## src/rtl/alu_bist_if.sv

```systemverilog
// alu_bist_if: operand/op bus between the BIST engine and the ALU under test
interface alu_bist_if;
   logic [31:0] oprd1;
   logic [31:0] oprd2;
   logic [3:0]  ALU_Operation;
   logic [31:0] result;
   logic        zero;
   modport master (output oprd1, oprd2, ALU_Operation, input result, zero);
   modport slave  (input oprd1, oprd2, ALU_Operation, output result, zero);
endinterface

```

## src/rtl/alu_bist.sv

```systemverilog
// alu_bist: LFSR-driven self-test engine that drives an ALU and counts result/zero mismatches
module alu_bist #(
   parameter int unsigned NUM_VEC = 64,
   parameter logic [31:0] SEED    = 32'hACE1_2025
) (
   input  logic              clk,
   input  logic              rst_n,
   input  logic              start,
   output logic              busy,
   output logic              done,
   output logic              pass,
   output logic [15:0]       fail_count,
   output logic [15:0]       first_fail_idx,
   alu_bist_if.master        alu
);
   typedef enum logic [1:0] {IDLE, DRIVE, CHECK, DONE} state_t;
   localparam logic [31:0] SEED_EFF = (SEED == 32'd0) ? 32'd1 : SEED;
   localparam logic [15:0] LAST     = 16'(NUM_VEC - 1);
   state_t      r_state, w_next;
   logic [31:0] r_lfsr;
   logic [15:0] r_idx;
   logic [2:0]  r_opi;
   logic [15:0] r_fail_count, r_first_fail;
   logic        r_pass;
   logic [3:0]  w_op;
   logic [31:0] w_a, w_b, w_exp;
   logic        w_last, w_mismatch;
   // state register
   always_ff @(posedge clk or negedge rst_n)
      if (!rst_n) r_state <= IDLE;
      else        r_state <= w_next;
   // next-state and handshake outputs
   always_comb begin
      w_next = r_state;
      case (r_state)
         IDLE:    w_next = start ? DRIVE : IDLE;
         DRIVE:   w_next = CHECK;
         CHECK:   w_next = w_last ? DONE : DRIVE;
         default: w_next = IDLE;
      endcase
      busy = (r_state == DRIVE) || (r_state == CHECK);
      done = (r_state == DONE);
   end
   // op sequence indexed by i mod 7, tracked by r_opi to avoid a divider
   always_comb begin
      case (r_opi)
         3'd0:    w_op = 4'b0000;
         3'd1:    w_op = 4'b0001;
         3'd2:    w_op = 4'b0010;
         3'd3:    w_op = 4'b0110;
         3'd4:    w_op = 4'b0111;
         3'd5:    w_op = 4'b1100;
         default: w_op = 4'b1000;
      endcase
   end
   // vector operands, reference result and mismatch detection
   always_comb begin
      w_a = r_lfsr;
      w_b = (r_idx[2:0] == 3'b111) ? r_lfsr : ({r_lfsr[15:0], r_lfsr[31:16]} ^ 32'h5A5A_5A5A);
      case (w_op)
         4'b0000: w_exp = w_a & w_b;
         4'b0001: w_exp = w_a | w_b;
         4'b0010: w_exp = w_a + w_b;
         4'b0110: w_exp = w_a - w_b;
         4'b0111: w_exp = {31'd0, $signed(w_a) < $signed(w_b)};
         4'b1100: w_exp = ~(w_a | w_b);
         default: w_exp = w_a ^ w_b;
      endcase
      w_mismatch        = (alu.result != w_exp) || (alu.zero != (w_exp == 32'd0));
      w_last            = (r_idx == LAST);
      alu.oprd1         = busy ? w_a  : 32'd0;
      alu.oprd2         = busy ? w_b  : 32'd0;
      alu.ALU_Operation = busy ? w_op : 4'd0;
   end
   // run bookkeeping: LFSR, vector index, failure counters and verdict
   always_ff @(posedge clk or negedge rst_n)
      if (!rst_n) begin
         r_lfsr       <= SEED_EFF;
         r_idx        <= 16'd0;
         r_opi        <= 3'd0;
         r_fail_count <= 16'd0;
         r_first_fail <= 16'hFFFF;
         r_pass       <= 1'b0;
      end else if (r_state == IDLE && start) begin
         r_lfsr       <= SEED_EFF;
         r_idx        <= 16'd0;
         r_opi        <= 3'd0;
         r_fail_count <= 16'd0;
         r_first_fail <= 16'hFFFF;
         r_pass       <= 1'b0;
      end else if (r_state == CHECK) begin
         r_lfsr <= (r_lfsr >> 1) ^ ({32{r_lfsr[0]}} & 32'h8020_0003);
         r_idx  <= r_idx + 16'd1;
         r_opi  <= (r_opi == 3'd6) ? 3'd0 : r_opi + 3'd1;
         if (w_mismatch && r_fail_count != 16'hFFFF) r_fail_count <= r_fail_count + 16'd1;
         if (w_mismatch && r_first_fail == 16'hFFFF) r_first_fail <= r_idx;
         if (w_last) r_pass <= (r_fail_count == 16'd0) && !w_mismatch;
      end
   assign pass           = r_pass;
   assign fail_count     = r_fail_count;
   assign first_fail_idx = r_first_fail;
endmodule

```

## src/flat_wrapper.sv

```systemverilog
// flat-port wrapper written by rule: the top's interface ports become plain ports
module alu_bist_flat 
#(
   parameter int unsigned NUM_VEC = 64,
   parameter logic [31:0] SEED    = 32'hACE1_2025
)
  (clk, rst_n, start, busy, done, pass, fail_count, first_fail_idx, alu_oprd1, alu_oprd2, alu_ALU_Operation, alu_result, alu_zero);
  alu_bist_if alu_i ();
  input  logic clk;
  input  logic rst_n;
  input  logic start;
  output logic busy;
  output logic done;
  output logic pass;
  output logic [15:0] fail_count;
  output logic [15:0] first_fail_idx;
  output wire logic [$bits(alu_i.oprd1)-1:0] alu_oprd1;
  output wire logic [$bits(alu_i.oprd2)-1:0] alu_oprd2;
  output wire logic [$bits(alu_i.ALU_Operation)-1:0] alu_ALU_Operation;
  input wire logic [$bits(alu_i.result)-1:0] alu_result;
  input wire logic [$bits(alu_i.zero)-1:0] alu_zero;
  assign alu_oprd1 = alu_i.oprd1;
  assign alu_oprd2 = alu_i.oprd2;
  assign alu_ALU_Operation = alu_i.ALU_Operation;
  assign alu_i.result = alu_result;
  assign alu_i.zero = alu_zero;
  alu_bist #(.NUM_VEC(NUM_VEC), .SEED(SEED)) u_core (.clk(clk), .rst_n(rst_n), .start(start), .busy(busy), .done(done), .pass(pass), .fail_count(fail_count), .first_fail_idx(first_fail_idx), .alu(alu_i));
endmodule
```

## config.mk

```make
export PLATFORM = sky130hd
export DESIGN_NAME = alu_bist_flat
export DESIGN_NICKNAME = d
export VERILOG_FILES = /design/src/rtl/alu_bist_if.sv /design/src/rtl/alu_bist.sv /design/src/flat_wrapper.sv
export SDC_FILE = /design/constraint.sdc
export NUM_CORES = 1
export LEC_CHECK = 0
export CAP_MARGIN = 20
export CELL_PAD_IN_SITES_DETAIL_PLACEMENT = 1
export CELL_PAD_IN_SITES_GLOBAL_PLACEMENT = 1
export CORE_ASPECT_RATIO = 0.9
export CORE_UTILIZATION = 30
export DETAILED_ROUTE_END_ITERATION = 10
export PLACE_DENSITY_LB_ADDON = 0.05
export SYNTH_ARGS = -nofsm -noshare
export SYNTH_HDL_FRONTEND = slang
export SYNTH_SLANG_ARGS = --single-unit
export TNS_END_PERCENT = 50
```

## constraint.sdc

```tcl
create_clock -name clk -period 5.42 [get_ports clk]
set_input_delay 1.626 -clock clk [delete_from_list [all_inputs] [get_ports clk]]
set_output_delay 1.626 -clock clk [all_outputs]
set_load 0.005 [all_outputs]
```

==> run_results.csv <==
group,metric,value,unit
finish,layout.area.seq,2190,um2
synth,dominantRegCellSynth,"dfrtp_1",
synth,synth_simple_gate_area_share,24.8,%
cts,cts_sinks,86,
grt,maximum_number_of_pins_on_one_net_before_global_route_repair,58,
finish,final_area,19600,um2
placement,place.port_buffers,138,
cts,cts_max_level,3,
floorplanning,start_util,30.5,%
detailed_routing,first_pass_detailed_route_iteration_total,5,
timing,fin_skew,0.0145,ns
timing,worst_slack,-0.0746,ns
synth,post_synth_xor_area_fraction,4.09,%
power_and_ir_drop,p_clk_share,46.8,%
finish,post_route_cells_drive_above_1_share,35.3,%
setup_path,path_common_cell,"ha_4",
synth,synth_area,12400,um2
floorplanning,design.core.area,40700,um2
setup_path,critPathKind,"flop to flop",
synth,ys_seq_elements,86,
power_and_ir_drop,power.switching_fraction,26.6,%
power_and_ir_drop,worst_ir_drop_vdd,0.000138,V
detailed_routing,drt-initial-drc-count,1173,
cts,cts_root_buffer,"clkbuf_16",
min_path,timing.hold.worst.class,"flop to flop",
placement,routabilityCongestion,0.932,
grt,grt_use_total,33.3,%
power_and_ir_drop,powerDensity,70.3,nW/um2
power_and_ir_drop,power_switching,0.367,mW
cts,cts.path.max_buffers,2,
synth,synth_fp_nets,1806,
setup_path,cp_data_arrival_time,5.80,ns
finish,flow.area_growth_from_synthesis,58.1,%
synth,synth_adder_area_share,10.9,%
synth,share_of_cell_area_taken_by_muxes_after_synthesis,6.00,%
timing,final_period_minus_worst_setup_slack,5.49,ns
setup_path,cp_max_stage_delay,0.47,ns
synth,syn_avg_cell_area,7.46,um2
grt,grt_first_pass_wirelength,105000,um
synth,synth_seq_area_share,17.6,%
power_and_ir_drop,seqPwrFrac,46.6,%
setup_path,required,5.73,ns
synth,ys_warn_count,0,
setup_path,critPathMaxFanout,8,
detailed_routing,wirelength,71800,um
grt,initial_antenna_violation_count,0,
detailed_routing,route.detailed.wl_per_inst,26.1,um
synth,synth-edff-count,0,
detailed_routing,vias,15800,
synth,synth.lib_cells_used.distinct,98,
synth,synth_top_family_by_area,"compound AO/OA/AOI/OAI gates",
floorplanning,die_y,195,um
timing,rsz0062_at_grt,"yes",
finish,fillers,4953,
synth,synth_area_leader_cell,"dfrtp_1",
setup_path,critical_path.endpoint_type,"flop",
timing,fmax,182,MHz
synth,synth.cells.most_frequent,"149 x nor2_1, 125 x a21oi_1, 119 x nand2_1",
grt,first_global_vias,15700,
synth,yosys.cell_count.top_type,"nor2_1",
setup_path,crit_path_cell_trace,"ha_4 -> ha_4 -> buf_12 -> mux2i_4 -> inv_2 -> ha_4 -> fa_2 -> a21o_1 -> a221o_1 -> a21oi_4 -> buf_4 -> o211ai_1 -> buf_4 -> a311o_1 -> or2_1 -> o22ai_2 -> o32ai_2 -> or4_4 -> nor3_4 -> buf_6 -> nor2_4 -> a2111o_1 -> buf_6 -> o22a_1",
timing,setup_violations,21,
power_and_ir_drop,internal_power,1.01,mW
finish,design.final.nets,2348,
detailed_routing,post_drt_via_cell_ratio,5.75,
synth,post_synth_inst_count,1663,
floorplanning,std_cell_rows,70,
floorplanning,design.die.area,42200,um2
placement,dp_hpwl,57700,um
finish,antennaDiodeCount,0,
synth,synthTopCellsByArea,"dfrtp_1 12%, ha_1 11%, dfstp_2 5.9%, mux2i_1 5.7%, a21oi_1 5.0%",
cts,cts.reportedPaths.clkPinSlew,0.07,ns
status,run_status,"finished with violations",
status,violations,"setup timing",
setup_path,setup.worst_path.start_class,"flop",
detailed_routing,post-route-drc-count,0,
timing,slew_headroom,42.9,%
cts,tritoncts,"yes",
synth,synth_compound_gate_area_share,29.3,%
power_and_ir_drop,leakage,8.87,nW
run,drv.max_cap_violation_count,0,
power_and_ir_drop,combPwrFrac,6.6,%
setup_path,critical-path-top-delay-family,"compound AO/OA/AOI/OAI gates",
grt,grt_overflow_total,0,
floorplanning,boundaryPins,139,
setup_path,crit_path_top_delay_cell,"or4_4",
finish,total_area_of_multi_input_combinational_cells,10700,um2
floorplanning,floorplan.die.width,216,um
timing,worstMarginPinSlew,0.846,ns
timing,min_period_over_period,101,%
setup_path,critical_path.n_buffers_inverters,6,
synth,yosys.area.top_type_share,11.7,%
timing,setup-tns-final,-1.00,ns
detailed_routing,ant_nets,0,
cts,worstSkewPairLatency,0.38,ns
placement,pre_cts_setup_slack,-0.944,ns
placement,placement.cell_area,17500,um2
timing,endpoints_failing_hold,0,
timing,slew_viol_final,0,
cts,clock_buffers_created_by_tritoncts,9,
synth,ys_async_sr_fraction,100,%
==> final cells by class <==
type	count	area share, %
Clock buffer	9	1.15
Clock inverter	7	0.376
Inverter	119	2.30
Multi-Input combinational cell	1352	54.5
Sequential cell	86	11.2
Tap cell	540	3.44
Timing Repair Buffer	637	27.1
==> final timing paths <==
path	end	cells after the start	slack, ns	start
hold / removal	u_core.r_state[0]$_DFF_PN0_	1	0.50	u_core.r_state[0]$_DFF_PN0_
max in group asynchronous	u_core.r_lfsr[5]$_DFFE_PN1P_	2	3.25	rst_n
min in group asynchronous	u_core.fail_count[7]$_DFFE_PN0P_	1	1.29	rst_n
setup / recovery	u_core.first_fail_idx[1]$_DFFE_PN1P_	24	-0.07	u_core.r_idx[1]$_DFFE_PN0P_
setup reg to reg	u_core.first_fail_idx[1]$_DFFE_PN1P_	24	-0.07	u_core.r_idx[1]$_DFFE_PN0P_
hold reg to reg	u_core.r_state[0]$_DFF_PN0_	1	0.50	u_core.r_state[0]$_DFF_PN0_
==> routing by layer <==
layer  track usage [%]  part of all wire, %  up-vias
met2              48.3                   42      541
met4              8.71                  2.2        0
li1                  -                    -     7173
met5                 0                    0        -
met3              3.99                  6.2       62
met1              51.2                   50     8031
==> placed cells by master (no fill, tap or decap), types with 11 or more instances in the layout <==
cell,synthesis,routed
dfrtp_1,58,57
nand2_1,119,118
o21ai_0,97,71
a21oi_2,1,26
o21bai_1,12,12
o21ai_1,4,17
buf_4,5,471
nor4_1,27,16
clkdlybuf4s50_1,0,137
ha_4,0,27
and2_1,60,59
a2bb2oi_1,20,20
nand4_1,47,47
inv_1,115,106
nor3_1,30,25
mux2i_1,71,57
a21oi_1,125,95
o211ai_1,40,40
buf_6,1,21
ha_1,105,69
nand2b_1,17,17
inv_2,3,11
nand3_1,35,34
xor2_1,28,27
nor2_1,149,138
nor2b_1,29,28
dfstp_2,28,28
and3_1,19,19
or3_1,16,13
xnor2_1,30,29
o22a_1,16,16
==> per-stage QoR <==
step	utilization, %	std cells	power [mW]	hold WS (ns)
finish	48.2	2750	1.38	0.496
global route	48.2	2750	1.42	0.513
CTS	46.4	2737	1.40	0.499
detailed placement	43.0	2689	0.739	0.491
global placement	43.0	2689	0.738	0.469
floorplan	-	1663	0.672	0.452
==> repair_timing <==
action	CTS	global route
cloned	2	1
pin swaps	51	54
buffers inserted	32	17
hold buffers	0	0
gates resized for setup	179	141
endpoints found under the setup margin	33	32
==> power by group through the flow <==
| stage | logic [mW] | registers, mW | clock network, mW |
|---|---|---|---|
| final | 0.0909 | 0.642 | 0.645 |
| after global routing | 0.0974 | 0.642 | 0.681 |
| after CTS | 0.0891 | 0.642 | 0.669 |
| after detailed placement | 0.0849 | 0.654 | 0 |
| after global placement | 0.0842 | 0.654 | 0 |
| after floorplan | 0.0174 | 0.654 | 0 |
==> logic make-up after synthesis <==
family | after synthesis
AO/OA/AOI/OAI | 521
XOR/XNOR | 58
adder cells (fa/ha/maj) | 107
buffers and inverters | 225
flip-flops | 86
multiplexers | 74
AND/OR/NAND/NOR | 592
==> sequential cells by signal (all words and copies together), names as in the netlist <==
name,cells
u_core.r_lfsr,32
u_core.pass,1
u_core.first_fail_idx,16
u_core.r_state,2
u_core.r_opi,3
u_core.r_idx,16
u_core.fail_count,16
No activity file was read; power rests on OpenSTA's default activity.
